==> config.mk <==
export PLATFORM = sky130hd
export DESIGN_NAME = interrupt_ctrl_flat
export DESIGN_NICKNAME = d
export VERILOG_FILES = /design/src/rtl/interrupt_ctrl_if.sv /design/src/rtl/interrupt_ctrl.sv /design/src/flat_wrapper.sv
export SDC_FILE = /design/constraint.sdc
export NUM_CORES = 1
export LEC_CHECK = 0
export BUFFER_PORTS_ARGS = -buffer_cell sky130_fd_sc_hd__buf_4
export CAP_MARGIN = 20
export CORE_MARGIN = 2
export CORE_UTILIZATION = 25
export CTS_BUF_LIST = sky130_fd_sc_hd__clkbuf_4 sky130_fd_sc_hd__clkbuf_8
export CTS_CLUSTER_SIZE = 14
export DETAILED_ROUTE_END_ITERATION = 6
export GPL_TIMING_DRIVEN = 0
export PLACE_DENSITY = 0.48
export SYNTH_ARGS = -nofsm -noshare
export SYNTH_HDL_FRONTEND = slang
export SYNTH_SLANG_ARGS = --single-unit
==> constraint.sdc <==
create_clock -name clk -period 1 [get_ports clk]
set_input_delay 0.05 -clock clk [delete_from_list [all_inputs] [get_ports clk]]
set_output_delay 0.05 -clock clk [all_outputs]
set_load 0.01 [all_outputs]
==> src/rtl/interrupt_ctrl_if.sv <==
// CPU data-bus port bundle for interrupt_ctrl: nibble-wide read/write
// strobes, address and data, plus the registered read response.
interface interrupt_ctrl_if;
    logic        memory_write_en;
    logic        memory_read_en;
    logic [11:0] memory_addr;
    logic [3:0]  memory_write_data;
    logic [3:0]  read_data;
    logic        read_hit;

    // CPU side: drives strobes/address/data, receives the read response.
    modport master (
        output memory_write_en,
        output memory_read_en,
        output memory_addr,
        output memory_write_data,
        input  read_data,
        input  read_hit
    );

    // Peripheral side: the interrupt controller.
    modport slave (
        input  memory_write_en,
        input  memory_read_en,
        input  memory_addr,
        input  memory_write_data,
        output read_data,
        output read_hit
    );
endinterface

==> src/rtl/interrupt_ctrl.sv <==
// Interrupt controller: rising-edge detection on 15 peripheral level
// inputs, read-to-clear flag nibbles and writable mask nibbles on the
// CPU data bus, and a registered flag & mask request vector.
module interrupt_ctrl #(
    parameter logic [11:0] FLAG_BASE = 12'hF00,
    parameter logic [11:0] MASK_BASE = 12'hF10
) (
    input  logic                    clk,
    input  logic                    reset_n,
    input  logic [14:0]             factor_in,
    interrupt_ctrl_if.slave         bus,
    output logic [14:0]             interrupt_req
);

    logic [14:0] prev_q, prev_d;
    logic [14:0] flag_q, flag_d;
    logic [14:0] mask_q, mask_d;
    logic [14:0] interrupt_req_q, interrupt_req_d;
    logic [3:0]  read_data_q, read_data_d;
    logic        read_hit_q, read_hit_d;
    // Low for the first cycle after reset so levels already high at release
    // are absorbed into prev without being seen as a rise.
    logic        armed_q, armed_d;

    logic [11:0] flag_off;
    logic [11:0] mask_off;
    logic        flag_win;
    logic        mask_win;
    logic [15:0] flag_ext;
    logic [15:0] mask_ext;
    logic [14:0] rise;
    logic [14:0] flag_sel;
    logic [14:0] flag_clr;

    // Window decode: an address is inside a window when its offset from the
    // base is 0..3; the low two offset bits select the nibble.
    assign flag_off = bus.memory_addr - FLAG_BASE;
    assign mask_off = bus.memory_addr - MASK_BASE;
    assign flag_win = (flag_off[11:2] == 10'd0);
    assign mask_win = (mask_off[11:2] == 10'd0);

    // Bit 15 of each nibble view does not exist and always reads as 0.
    assign flag_ext = {1'b0, flag_q};
    assign mask_ext = {1'b0, mask_q};

    // Next-state logic for edge detect, flags, mask and the read response.
    always_comb begin
        // NOTE: every variable gets a default before any branch so no latch is inferred.
        prev_d          = factor_in;
        armed_d         = 1'b1;
        rise            = factor_in & ~prev_q & {15{armed_q}};
        flag_sel        = '0;
        read_data_d     = 4'd0;
        read_hit_d      = 1'b0;
        mask_d          = mask_q;

        if (bus.memory_read_en && flag_win) begin
            read_hit_d  = 1'b1;
            read_data_d = flag_ext[{flag_off[1:0], 2'b00} +: 4];
            for (int b = 0; b < 15; b++) begin
                if (flag_off[1:0] == 2'(b / 4)) flag_sel[b] = 1'b1;
            end
        end else if (bus.memory_read_en && mask_win) begin
            // Read sees the pre-edge mask even when written in the same cycle.
            read_hit_d  = 1'b1;
            read_data_d = mask_ext[{mask_off[1:0], 2'b00} +: 4];
        end

        // Only bits actually returned as 1 are cleared; a concurrent rise wins.
        flag_clr = flag_q & flag_sel;
        flag_d   = (flag_q & ~flag_clr) | rise;

        if (bus.memory_write_en && mask_win) begin
            for (int b = 0; b < 15; b++) begin
                if (mask_off[1:0] == 2'(b / 4)) mask_d[b] = bus.memory_write_data[b % 4];
            end
        end

        interrupt_req_d = flag_q & mask_q;
    end

    // State registers, all cleared asynchronously while reset_n is low.
    always_ff @(posedge clk or negedge reset_n) begin
        if (!reset_n) begin
            prev_q          <= '0;
            flag_q          <= '0;
            mask_q          <= '0;
            interrupt_req_q <= '0;
            read_data_q     <= '0;
            read_hit_q      <= 1'b0;
            armed_q         <= 1'b0;
        end else begin
            // NOTE: non-blocking assignments so every flop samples pre-edge values.
            prev_q          <= prev_d;
            flag_q          <= flag_d;
            mask_q          <= mask_d;
            interrupt_req_q <= interrupt_req_d;
            read_data_q     <= read_data_d;
            read_hit_q      <= read_hit_d;
            armed_q         <= armed_d;
        end
    end

    assign interrupt_req = interrupt_req_q;
    assign bus.read_data = read_data_q;
    assign bus.read_hit  = read_hit_q;

endmodule

==> src/flat_wrapper.sv <==
// flat-port wrapper written by rule: the top's interface ports become plain ports
module interrupt_ctrl_flat 
#(
    parameter logic [11:0] FLAG_BASE = 12'hF00,
    parameter logic [11:0] MASK_BASE = 12'hF10
)
  (clk, reset_n, factor_in, interrupt_req, bus_memory_write_en, bus_memory_read_en, bus_memory_addr, bus_memory_write_data, bus_read_data, bus_read_hit);
  interrupt_ctrl_if bus_i ();
  input  logic clk;
  input  logic reset_n;
  input  logic [14:0] factor_in;
  output logic [14:0] interrupt_req;
  input wire logic [$bits(bus_i.memory_write_en)-1:0] bus_memory_write_en;
  input wire logic [$bits(bus_i.memory_read_en)-1:0] bus_memory_read_en;
  input wire logic [$bits(bus_i.memory_addr)-1:0] bus_memory_addr;
  input wire logic [$bits(bus_i.memory_write_data)-1:0] bus_memory_write_data;
  output wire logic [$bits(bus_i.read_data)-1:0] bus_read_data;
  output wire logic [$bits(bus_i.read_hit)-1:0] bus_read_hit;
  assign bus_i.memory_write_en = bus_memory_write_en;
  assign bus_i.memory_read_en = bus_memory_read_en;
  assign bus_i.memory_addr = bus_memory_addr;
  assign bus_i.memory_write_data = bus_memory_write_data;
  assign bus_read_data = bus_i.read_data;
  assign bus_read_hit = bus_i.read_hit;
  interrupt_ctrl #(.FLAG_BASE(FLAG_BASE), .MASK_BASE(MASK_BASE)) u_core (.clk(clk), .reset_n(reset_n), .factor_in(factor_in), .bus(bus_i), .interrupt_req(interrupt_req));
endmodule
# Yosys cells after proc, flatten, opt, wreduce, memory -nomap -nowiden
# Index checks and enable logic that the tools add are counted.
# word_totals
ff_bits,66
input_bits,35
# op_classes
add_sub_neg,2
n_eq_ne,6
shifts,2
mux,9
bitwise,8
n_reduce_logical,11
# ops
operator,count
15-bit AND,5
16-bit by 5-bit indexed part select with 4-bit output,2
15-bit inverter,2
"12-bit subtractor, second input constant",2
10-bit logical NOT,2
15-bit two-way mux,1
15-bit OR,1
"2-bit == test, second input constant",4
4-bit two-way mux,2
2-bit AND reduction,4
1-bit two-way mux,6
"2-bit by 1-bit == test with 1-bit output, second input constant",2
2-bit logical NOT,2
1-bit logical AND,3

# Depth between registers and ports, before layout
# Gate-level depths: netlist of run 1.
# logic_depth
ltp_word,8
ltp_mapped,5

# Worst setup path after synthesis of run 1
# Ideal clock, no wire load.
# synth_path
path_kind,input to register
startpoint,input bus_memory_addr[1]
endpoint,register u_core.mask_q[0]
setup_ps,125
arrival_time_ps,1251
slack_ps,-376
stages,3
path_buffers,0
path_cell_list,or4_4 > nor4_4 > mux2_2
# synth_via
elab_chain_cells,4
word_cells_on_any_way,5
# synth_rtl
item,line,text
"start, declared",flat_wrapper.sv:15,input wire logic [$bits(bus_i.memory_addr)-1:0] bus_memory_addr;
12-bit subtractor *,interrupt_ctrl.sv:38,assign mask_off = bus.memory_addr - MASK_BASE;
10-bit logical NOT,interrupt_ctrl.sv:40,assign mask_win = (mask_off[11:2] == 10'd0);
1-bit logical AND,interrupt_ctrl.sv:73,if (bus.memory_write_en && mask_win) begin
2-bit AND reduction (no source line) *,n/a,
"end signal, assigned",interrupt_ctrl.sv:96,mask_q <= mask_d;
"end, declared",interrupt_ctrl.sv:17,"logic [14:0] mask_q, mask_d;"
# Mark *: on every way between the ends. The rest lies on a longest branch, timed or not.
# A chain may end at the register's enable or synchronous reset.

# Final worst setup path of run 1
# layout_path
startpoint,register u_core.flag_q[12]
endpoint,"register u_core.read_data_q[0], in the netlist u_core.bus.read_data[0]"
# layout_via
elab_chain_cells,2
# layout_rtl
item,line,text
"start, declared",interrupt_ctrl.sv:16,"logic [14:0] flag_q, flag_d;"
"start signal, assigned",interrupt_ctrl.sv:95,flag_q <= flag_d;
16-bit by 5-bit indexed part select with 4-bit output,interrupt_ctrl.sv:59,"read_data_d = flag_ext[{flag_off[1:0], 2'b00} +: 4];"
4-bit two-way mux,interrupt_ctrl.sv:57,if (bus.memory_read_en && flag_win) begin
named net u_core.read_data_d[0],interrupt_ctrl.sv:19,"logic [3:0] read_data_q, read_data_d;"
"end signal, assigned",interrupt_ctrl.sv:98,read_data_q <= read_data_d;
"end, declared",interrupt_ctrl.sv:19,
# The timed path passes the listed nets, and every way through them passes these cells.

==> impl_results.md, run 1 <==
- Status: finished, violations left
- Failing checks: hold timing, setup timing
- Initial antenna violation count: 0
- Wirelength per Cell: 15.2 µm
- Mean Syn Cell Area: 14.4 µm²
- WP data arrival: 1450 ps
- EDFF count, synth: 0
- Fin crit share: 123%
- CP Class: flop to flop
- WL final: 6620 µm
- Largest cells by area after synthesis: dfrtp_1, mux2_2, mux4_2
- Starting density of the core: 25.4%
- Worst hold margin: -197 ps
- Core Box Area: 10200 µm²
- Worst clock skew: 5.76 ps
- LEAKAGE: 1.89 nW
- Die H: 106 µm
- Tot GR Track Use: 12.4%
- Initial DRC Count: 72
- Row count: 37
- Number of iterations in the first detailed-routing pass: 4
- Final hold vios: 66
- Worst reg2reg path depth: 3
- First-pass GRT wire length: 10400 µm
- Post-route setup TNS: -2300 ps
- Required time of the critical path: 1220 ps
- Share of cells above drive strength 1: 46.0%
- Most used DFF post-synth: dfrtp_1
- Min-delay worst type: input port to asynchronous set/reset pin
- Worst Path Max Fanout: 2
- P&R area growth vs syn: 51.0%
- I/O pins: 55
- N_diodes: 0
- CTS tree: yes
- Clock Tree Buf Depth: 2
- Worst Setup End Kind: flop
- Via density: 4.22
- Pwr Density: 1400 nW/µm²
- Die footprint: 11200 µm²
- RSZ-0062 raised after global routing: true
- Synth top area share: 63.5%
- Syn nets: 216
- Maximum achievable frequency: 811 MHz
- Synth Instances: 181
- CTS Sinks: 66
- Cell variety after synth: 30
- H-tree levels: 3
- Crit path launch type: flop
- Slew headroom: 43.8%
- Final Net Count: 328
- Inst Count DP: 369
- Final HPWL DP: 4420 µm
- Pins Over Slew Limit: 0
- Fillers: 1007
- Total congestion overflow: 0
- Reg clk slew, reported paths: 70 ps
- Worst setup margin: -232 ps
- Clock Latency Late Sink: 340 ps
- Register bit count reported by yosys: 66
- Hold buffer count at cts: 19
- Pin count of the biggest net entering global routing: 67
- Max_cap viols: 0
- Die width: 106 µm
- DRC viols: 0
- Syn. warnings: 0
- Vias in the first global route: 1883
- Final Non-Filler Cells: 434
- Slew @ Worst Pin: 844 ps
- RePlAce Congestion: 0.750
- Post-Synthesis Cell Area: 2600 µm²
- Overall via count from detail_route: 1833
- ANT nets after route: 0
- Sequential-to-total area share from yosys stat: 63.5%
- IO Port Bufs: 52
- CTS Buf Count: 9
- Asr flop ratio synth: 100%
- CTS Root Cell: clkbuf_8
- VDD IR max: 0.000528 V
- Synth area leader: dfrtp_1
- Final setup fails: 19
- Period minus WS final: 1230 ps
synthesized netlist by cell type, types with 2 or more instances:
master and number:
mux2i_1 5, nor4b_1 2, dfrtp_1 66, nor4_1 3, mux2_2 13, nor2_1 4, inv_1 15, a32o_1 6
o21ai_0 9, nand3b_1 10, mux2_1 2, nand4_1 6, and2_1 15, buf_2 3, nor4_4 2, mux4_2 6
stage by stage:
step	total power, mW	worst slack, ps	instance area (µm²)	hold slack, ps	utilization, %
4_1_cts	5.53	-236	3780	-160	36.9
2_1_floorplan	2.88	-306	2620	-246	-
3_5_place_dp	3.11	-775	3180	173	31.1
6_report	5.49	-232	3930	-197	38.4
5_1_grt	5.70	-269	3930	-137	38.4
3_3_place_gp	3.10	-741	3180	172	31.1
worst max-delay path, cell delays in order, from the launching register on:
cell,delay [ps]
dfrtp_1,390
mux4_2,480
mux2i_1,190
nor2_1,60
timing repair:
action,in CTS,in global routing
setup buffers,17,13
resized for setup,19,19
setup endpoints to repair,28,32
gates cloned,0,0
pin swaps,6,8
endpoints found under the hold margin,111,66
cell families after synthesis:
group | after synthesis | share of synthesized area [%]
DFF | 66 | 63.5
muxes | 26 | 13.6
other | 1 | 0.144
buffers and inverters | 20 | 3.32
and+or+nand+nor | 50 | 14.4
AOI/OAI and AO/OA | 18 | 5.05
report_power, final:
part / internal, mW / switching, mW / total [mW]
combinational: 0.229 / 0.202 / 0.431
clock: 1.37 / 0.963 / 2.33
sequential: 2.71 / 0.0123 / 2.72
total: 4.31 / 1.18 / 5.49
cell type report:
type | instances | area, µm² | share of cell area, %
multi-input cells | 95 | 960 | 24.4
plain buffers | 5 | 47.5 | 1.21
repair buffers | 101 | 832 | 21.2
clock inverters | 2 | 35.0 | 0.892
clock buffers | 14 | 174 | 4.43
inverters | 15 | 56.3 | 1.43
well taps | 136 | 170 | 4.33
flip-flops and latches | 66 | 1650 | 42.1
cells in the final DEF (no fill, tap or decap), types with 3 or more instances in the layout:
master	n
mux4_2	6
o21ai_2	4
mux2i_1	5
buf_4	79
dlygate4sd3_1	19
dfrtp_1	65
clkbuf_8	12
a32o_1	6
nand4_1	6
nand3b_1	10
buf_6	6
inv_1	15
mux2_4	8
clkbuf_4	3
mux2_2	7
nor4_4	4
o21ai_1	5
nor2_1	4
and2_1	15
state kept, by name, indices dropped and copies added, names as in the netlist:
signal / cells
u_core.bus.read_data: 4
u_core.prev_q: 15
u_core.interrupt_req: 15
u_core.flag_q: 15
u_core.bus.read_hit: 1
u_core.mask_q: 15
u_core.armed_q: 1
worst paths after layout:
kind / from / to / slack (ps)
setup / recovery: u_core.flag_q[12]$_DFF_PN0_ / u_core.bus.read_data[0]$_DFF_PN0_ / -230
hold / removal: reset_n / u_core.interrupt_req[5]$_DFF_PN0_ / -200
setup reg to reg: u_core.flag_q[12]$_DFF_PN0_ / u_core.bus.read_data[0]$_DFF_PN0_ / -230
hold reg to reg: u_core.prev_q[13]$_DFF_PN0_ / u_core.flag_q[13]$_DFF_PN0_ / 420
max in group asynchronous: reset_n / u_core.armed_q$_DFF_PN0_ / 580
min in group clk: bus_memory_addr[4] / u_core.bus.read_data[3]$_DFF_PN0_ / 50
layer usage:
layer / vias to the layer above / part of all wire, % / routed length, µm / track usage, %
li1: 876 / - / - / -
met1: 904 / 47 / 3080 / 16.7
met2: 45 / 48 / 3150 / 19.6
met3: 8 / 4.5 / 295 / 3.13
met4: 0 / 1.4 / 91 / 4.51
met5: - / 0 / 0 / 0
No activity file was read; power rests on OpenSTA's default activity.
==> run 2, diff against run 1 <==
--- a/config.mk
+++ b/config.mk
@@ -5,7 +5,7 @@
 export SDC_FILE = /design/constraint.sdc
 export NUM_CORES = 1
 export LEC_CHECK = 0
-export BUFFER_PORTS_ARGS = -buffer_cell sky130_fd_sc_hd__buf_4
+export BUFFER_PORTS_ARGS = -buffer_cell sky130_fd_sc_hd__buf_2
 export CAP_MARGIN = 20
 export CORE_MARGIN = 2
 export CORE_UTILIZATION = 25
==> run 2 against run 1 <==
- the flow still finishes with violations (hold timing, setup timing)
- cell area fell by 4.1%
- clock-buffer cell count fell by 1
- first-iteration DRC count rose by 49%
- highest routed layer unchanged
==> impl_results.md, run 2 (synthesized netlist as in run 1, its figures left out) <==
- Internal: 3.96 mW (was 4.31 mW)
- Post-route setup TNS: -2390 ps (was -2300 ps)
- DRC viols: 0 (unchanged)
- Pin count of the biggest net entering global routing: 67 (unchanged)
- First-pass GRT wire length: 10200 µm (was 10400 µm)
- RSZ-0062 raised after global routing: true (unchanged)
- Share of cells above drive strength 1: 46.2% (was 46.0%)
- Core Box Area: 10200 µm² (unchanged)
- Net Switching: 1.09 mW (was 1.18 mW)
- Clock share of power: 38.1% (was 42.5%)
- Worst setup margin: -229 ps (was -232 ps)
- Pwr Density: 1340 nW/µm² (was 1400 nW/µm²)
- Crit path launch type: flop (unchanged)
- Initial antenna violation count: 0 (unchanged)
- Wirelength per Cell: 15.2 µm (about the same)
- Clock Tree Buf Depth: 2 (unchanged)
- Max_cap viols: 0 (unchanged)
- Total congestion overflow: 0 (unchanged)
- Reg clk slew, reported paths: 60 ps (was 70 ps)
- WP data arrival: 1440 ps (was 1450 ps)
- Clock Latency Late Sink: 340 ps (about the same)
- N_diodes: 0 (unchanged)
- Tot GR Track Use: 12.3% (was 12.4%)
- IO Port Bufs: 52 (unchanged)
- Hold buffer count at cts: 19 (unchanged)
- Via density: 4.22 (about the same)
- Vias in the first global route: 1888 (was 1883)
- LEAKAGE: 1.84 nW (was 1.89 nW)
- Die footprint: 11200 µm² (unchanged)
- Worst Setup End Kind: flop (unchanged)
- CTS tree: yes (unchanged)
- Combinational group share of total power: 8.0% (was 7.9%)
- WL final: 6500 µm (was 6620 µm)
- Final setup fails: 23 (was 19)
- Maximum achievable frequency: 813 MHz (was 811 MHz)
- Most common cell after layout, fill and taps aside: dfrtp_1 (was buf_4)
- Initial DRC Count: 107 (was 72)
- CP Class: flop to flop (unchanged)
- Inst Count DP: 369 (unchanged)
- Pins Over Slew Limit: 0 (unchanged)
- Status: finished, violations left (unchanged)
- CTS Buf Count: 9 (unchanged)
- Slew @ Worst Pin: 833 ps (was 844 ps)
- I/O pins: 55 (unchanged)
- Net Sw Frac: 21.6% (was 21.5%)
- Worst Path Max Fanout: 3 (was 2)
- P&R area growth vs syn: 44.8% (was 51.0%)
- Worst clock skew: 5.08 ps (was 5.76 ps)
- Worst hold margin: -204 ps (was -197 ps)
- Starting density of the core: 25.4% (unchanged)
- Failing checks: hold timing, setup timing (unchanged)
- Min-delay worst type: input port to asynchronous set/reset pin (unchanged)
- Final HPWL DP: 4370 µm (was 4420 µm)
- Fin crit share: 123% (about the same)
- Required time of the critical path: 1210 ps (was 1220 ps)
- Final Net Count: 325 (was 328)
- VDD IR max: 0.000472 V (was 0.000528 V)
- CTS Root Cell: clkbuf_8 (unchanged)
- Slew headroom: 44.5% (was 43.8%)
- Total power: 5.06 mW (was 5.49 mW)
- Overall via count from detail_route: 1806 (was 1833)
- Period minus WS final: 1230 ps (about the same)
- Row count: 37 (unchanged)
- H-tree levels: 3 (unchanged)
- CTS Sinks: 66 (unchanged)
- Final Non-Filler Cells: 428 (was 434)
- Die width: 106 µm (unchanged)
- Die H: 106 µm (unchanged)
- RePlAce Congestion: 0.767 (was 0.750)
- Post-Place Setup Slack: -772 ps (was -775 ps)
- ANT nets after route: 0 (unchanged)
- Number of iterations in the first detailed-routing pass: 4 (unchanged)
- Final hold vios: 66 (unchanged)
- Flop pwr share: 53.8% (was 49.6%)
- Most frequent cells in the layout: dfrtp_1, buf_2, buf_4 (was buf_4, dfrtp_1, dlygate4sd3_1)
-- run 2: cell count changes in the layout (fill, tap and decap cells not counted), sizes merged --
cell    before  now
buf         86   82
clkinv       1    0
bufinv       1    0
-- run 2: final timing paths --
check                                             start                                end  slack (ps)  cells past startpoint
setup / recovery           u_core.mask_q[8]$_DFFE_PN0P_  u_core.bus.read_data[0]$_DFF_PN0_        -230                      3
hold / removal                                  reset_n  u_core.interrupt_req[5]$_DFF_PN0_        -200                      1
setup reg to reg           u_core.mask_q[8]$_DFFE_PN0P_  u_core.bus.read_data[0]$_DFF_PN0_        -230                      3
hold reg to reg             u_core.prev_q[13]$_DFF_PN0_        u_core.flag_q[13]$_DFF_PN0_         410                      1
max in group asynchronous                       reset_n           u_core.armed_q$_DFF_PN0_         580                      1
min in group clk                     bus_memory_addr[4]  u_core.bus.read_data[3]$_DFF_PN0_          60                      2
-- run 2: layer usage --
| metal | up-vias | global-route usage, % | wire length [µm] |
|---|---|---|---|
| met5 | - | 0 | 0 |
| li1 | 874 | - | - |
| met3 | 8 | 3.99 | 296 |
| met1 | 881 | 16.4 | 3090 |
| met2 | 43 | 18.7 | 3020 |
| met4 | 0 | 4.23 | 93 |
-- run 2: per-stage QoR --
step / instance area [µm²] / utilization, %
after floorplan: 2620 / -
after global placement: 3050 / 29.8
after detailed placement: 3050 / 29.9
after CTS: 3640 / 35.6
after global routing: 3770 / 36.8
final: 3770 / 36.8
-- run 2: area by class of cell --
cell class              instances  area, µm²
multi-input cells              95        975
inverters                      15       56.3
well taps                     136        170
plain buffers                   5       47.5
fillers                      1004       6460
flip-flops and latches         66       1650
repair buffers                 98        699
clock buffers                  13        166
-- run 2: worst max-delay path: stages (launching register included) --
cell	delay, ps
dfrtp_1	390
mux4_2	470
mux2i_1	180
nor2_1	70
-- run 2: timing repair --
item | CTS | global route
setup endpoints to repair | 28 | 32
setup buffers | 18 | 9
resized for setup | 24 | 24
pin swaps | 8 | 8
endpoints found under the hold margin | 110 | 66
-- run 2: power groups by stage --
stage | sequential, mW | clock, mW | combinational (mW)
floorplan | 2.77 | 0 | 0.113
global placement | 2.77 | 0 | 0.289
detailed placement | 2.77 | 0 | 0.293
CTS | 2.72 | 2.02 | 0.381
global route | 2.72 | 2.13 | 0.447
finish | 2.72 | 1.93 | 0.405
==> run 3, diff against run 2 <==
--- a/config.mk
+++ b/config.mk
@@ -13,7 +13,6 @@
 export CTS_CLUSTER_SIZE = 14
 export DETAILED_ROUTE_END_ITERATION = 6
 export GPL_TIMING_DRIVEN = 0
-export PLACE_DENSITY = 0.48
 export SYNTH_ARGS = -nofsm -noshare
 export SYNTH_HDL_FRONTEND = slang
 export SYNTH_SLANG_ARGS = --single-unit
==> run 3 against run 2 <==
- the run ends with setup timing left
- clock power grew 16%
- cell count increased by 0.70%
- non-clock buffer count fell by 1
- via count increased by 4.7%
- clock-buffer cell count decreased by 3
- hold slack better by 270 ps
- sequential power hardly changed
==> impl_results.md, run 3 (synthesized netlist as in run 1, its figures left out) <==
- Wirelength per Cell: 14.4 µm (was 15.2 µm)
- R2r setup slk: -230 ps (about the same)
- WP data arrival: 1480 ps (was 1440 ps)
- Pwr Density: 1410 nW/µm² (was 1340 nW/µm²)
- Worst Setup End Kind: flop (unchanged)
- Critical Path Sink: u_core.mask_q[9]$_DFFE_PN0P_ (was u_core.bus.read_data[0]$_DFF_PN0_)
- CTS Root Cell: clkbuf_8 (unchanged)
- Total congestion overflow: 0 (unchanged)
- DRC viols: 0 (unchanged)
- Final HPWL DP: 4260 µm (was 4370 µm)
- Slew headroom: 61.2% (was 44.5%)
- Via density: 4.39 (was 4.22)
- Vias in the first global route: 1893 (was 1888)
- WL final: 6220 µm (was 6500 µm)
- Total power: 5.35 mW (was 5.06 mW)
- Final hold vios: 0 (was 66)
- Crit path launch type: input port (was flop)
- Clock share of power: 41.7% (was 38.1%)
- Stages on worst setup path: 5 (was 3)
- Initial antenna violation count: 1 (was 0)
- Hold Path Stages: 2
- LEAKAGE: 1.84 nW (about the same)
- Maximum achievable frequency: 797 MHz (was 813 MHz)
- Final Non-Filler Cells: 431 (was 428)
- Reg clk slew, reported paths: 70 ps (was 60 ps)
- Slowest CP cell: or4b_4 (was mux4_2)
- Met2 usage: 17.8% (was 18.7%)
- R2R Path Start: u_core.flag_q[0]$_DFF_PN0_ (was u_core.mask_q[8]$_DFFE_PN0P_)
- Flop pwr share: 50.8% (was 53.8%)
- Clock Tree Buf Depth: 2 (unchanged)
- Min-delay worst type: input port to flop (was input port to asynchronous set/reset pin)
- Post-route setup TNS: -3460 ps (was -2390 ps)
- CTS tree: yes (unchanged)
- Worst Path Buf+Inv: 2 (was 0)
- Met1 Use GR: 15.5% (was 16.4%)
- Overall via count from detail_route: 1891 (was 1806)
- CP startpoint: bus_memory_addr[6] (was u_core.mask_q[8]$_DFFE_PN0P_)
- IO Port Bufs: 52 (unchanged)
- CTS Sinks: 66 (unchanged)
- Die footprint: 11200 µm² (unchanged)
- Worst reg2reg path depth: 3 (unchanged)
- Die width: 106 µm (unchanged)
- Pin count of the biggest net entering global routing: 67 (unchanged)
- Worst hold margin: 63.9 ps (was -204 ps)
- Required time of the critical path: 1230 ps (was 1210 ps)
- Crit path max-delay family: simple AND/OR/NAND/NOR gates (was multiplexers)
- Combinational group share of total power: 7.5% (was 8.0%)
- CP Class: input port to flop (was flop to flop)
- Core Box Area: 10200 µm² (unchanged)
- Period minus WS final: 1250 ps (was 1230 ps)
- ANT nets after route: 0 (unchanged)
- Failing checks: setup timing (was hold timing, setup timing)
- Worst clock skew: 13.0 ps (was 5.08 ps)
- H-tree levels: 3 (unchanged)
- Busiest layer in global routing: met2 (unchanged)
- Clock Latency Late Sink: 340 ps (about the same)
- Final setup fails: 31 (was 23)
- Share of cells above drive strength 1: 46.3% (was 46.2%)
- P&R area growth vs syn: 46.2% (was 44.8%)
- RePlAce Congestion: 0.779 (was 0.767)
- Internal: 4.12 mW (was 3.96 mW)
- Pins Over Slew Limit: 0 (unchanged)
- Worst Path Max Fanout: 5 (was 3)
- FF-to-FF End: u_core.bus.read_data[0]$_DFF_PN0_ (unchanged)
- Inst Count DP: 369 (unchanged)
- Most common cell after layout, fill and taps aside: dfrtp_1 (unchanged)
- RSZ-0062 raised after global routing: true (unchanged)
- Net Sw Frac: 23.0% (was 21.6%)
- Net Switching: 1.23 mW (was 1.09 mW)
- Status: finished, violations left (unchanged)
- Number of iterations in the first detailed-routing pass: 4 (unchanged)
- Fin crit share: 125% (was 123%)
- Most frequent cells in the layout: dfrtp_1, buf_2, buf_4 (unchanged)
- Row count: 37 (unchanged)
- M3 GR Usage: 4.05% (was 3.99%)
- Initial DRC Count: 77 (was 107)
- Worst setup margin: -254 ps (was -229 ps)
- Tot GR Track Use: 11.8% (was 12.3%)
- Final Net Count: 324 (was 325)
- Max_cap viols: 0 (unchanged)
- CTS Buf Count: 9 (unchanged)
- Starting density of the core: 25.4% (unchanged)
- Die H: 106 µm (unchanged)
- Worst stage delay on the critical path: 560 ps (was 470 ps)
- First-pass GRT wire length: 9960 µm (was 10200 µm)
- Slew @ Worst Pin: 583 ps (was 833 ps)
- CP cell instances: buf_8, or4b_4, nor4_4, buf_4, mux2_4 (was mux4_2, mux2i_1, nor2_1)
- I/O pins: 55 (unchanged)
- VDD IR max: 0.000599 V (was 0.000472 V)
- Post-Place Setup Slack: -881 ps (was -772 ps)
run 3: cell types whose count changed in the layout (fill, tap and decap cells not counted), sizes merged:
| cell | change |
|---|---|
| buf | -1 |
| dlygate4sd3 | +1 |
| clkinvlp | +3 |
| clkbuf | -4 |
| bufinv | +1 |
| diode | +1 |
| clkinv | +2 |
run 3: power groups by stage:
| stage | combinational (mW) | sequential (mW) | clock (mW) |
|---|---|---|---|
| floorplan | 0.113 | 2.77 | 0 |
| global placement | 0.286 | 2.77 | 0 |
| detailed placement | 0.294 | 2.77 | 0 |
| CTS | 0.386 | 2.72 | 2.31 |
| global route | 0.440 | 2.72 | 2.42 |
| finish | 0.399 | 2.72 | 2.23 |
run 3: how the worst min path moves through the flow:
stage                        from                                 to
2_1_floorplan             reset_n           u_core.armed_q$_DFF_PN0_
3_3_place_gp         factor_in[9]         u_core.prev_q[9]$_DFF_PN0_
3_5_place_dp        factor_in[13]        u_core.prev_q[13]$_DFF_PN0_
4_1_cts        bus_memory_addr[4]  u_core.bus.read_data[3]$_DFF_PN0_
5_1_grt        bus_memory_read_en  u_core.bus.read_data[1]$_DFF_PN0_
6_report       bus_memory_addr[4]  u_core.bus.read_data[3]$_DFF_PN0_
run 3: worst register-to-register path, stage by stage, from the launching register on:
cell     delay, ps
dfrtp_1        400
mux4_2         470
mux2i_2        170
nor2_1          60
run 3: through the flow:
stage                     utilization (%)  cell area, µm²
after floorplan                         -            2620
after global placement               29.8            3050
after detailed placement             29.9            3050
after CTS                            36.0            3680
after global routing                 37.2            3800
final                                37.2            3800
run 3: metal layers:
layer,wire length (µm),up-vias,share of wire (%)
met5,0,-,0
met4,80,0,1.3
met3,365,8,5.9
met2,3000,51,48
met1,2780,953,45
li1,-,879,-
run 3: layout make-up:
cell class / instances / area (µm²)
fill: 1001 / 6430
buffer: 5 / 47.5
clock inverter: 6 / 66.3
timing repair buffer: 97 / 696
inverter: 15 / 56.3
sequential: 66 / 1650
tap: 136 / 170
antenna: 1 / 2.50
clock buffer: 10 / 138
multi-input combinational: 95 / 976
run 3: repair_timing:
action                                 in CTS  in global routing
endpoints found under the hold margin     111                  0
setup endpoints to repair                  29                 99
pin swaps                                   9                  7
hold buffers                               20                  0
buffers inserted                           17                  9
gates resized for setup                    28                 21
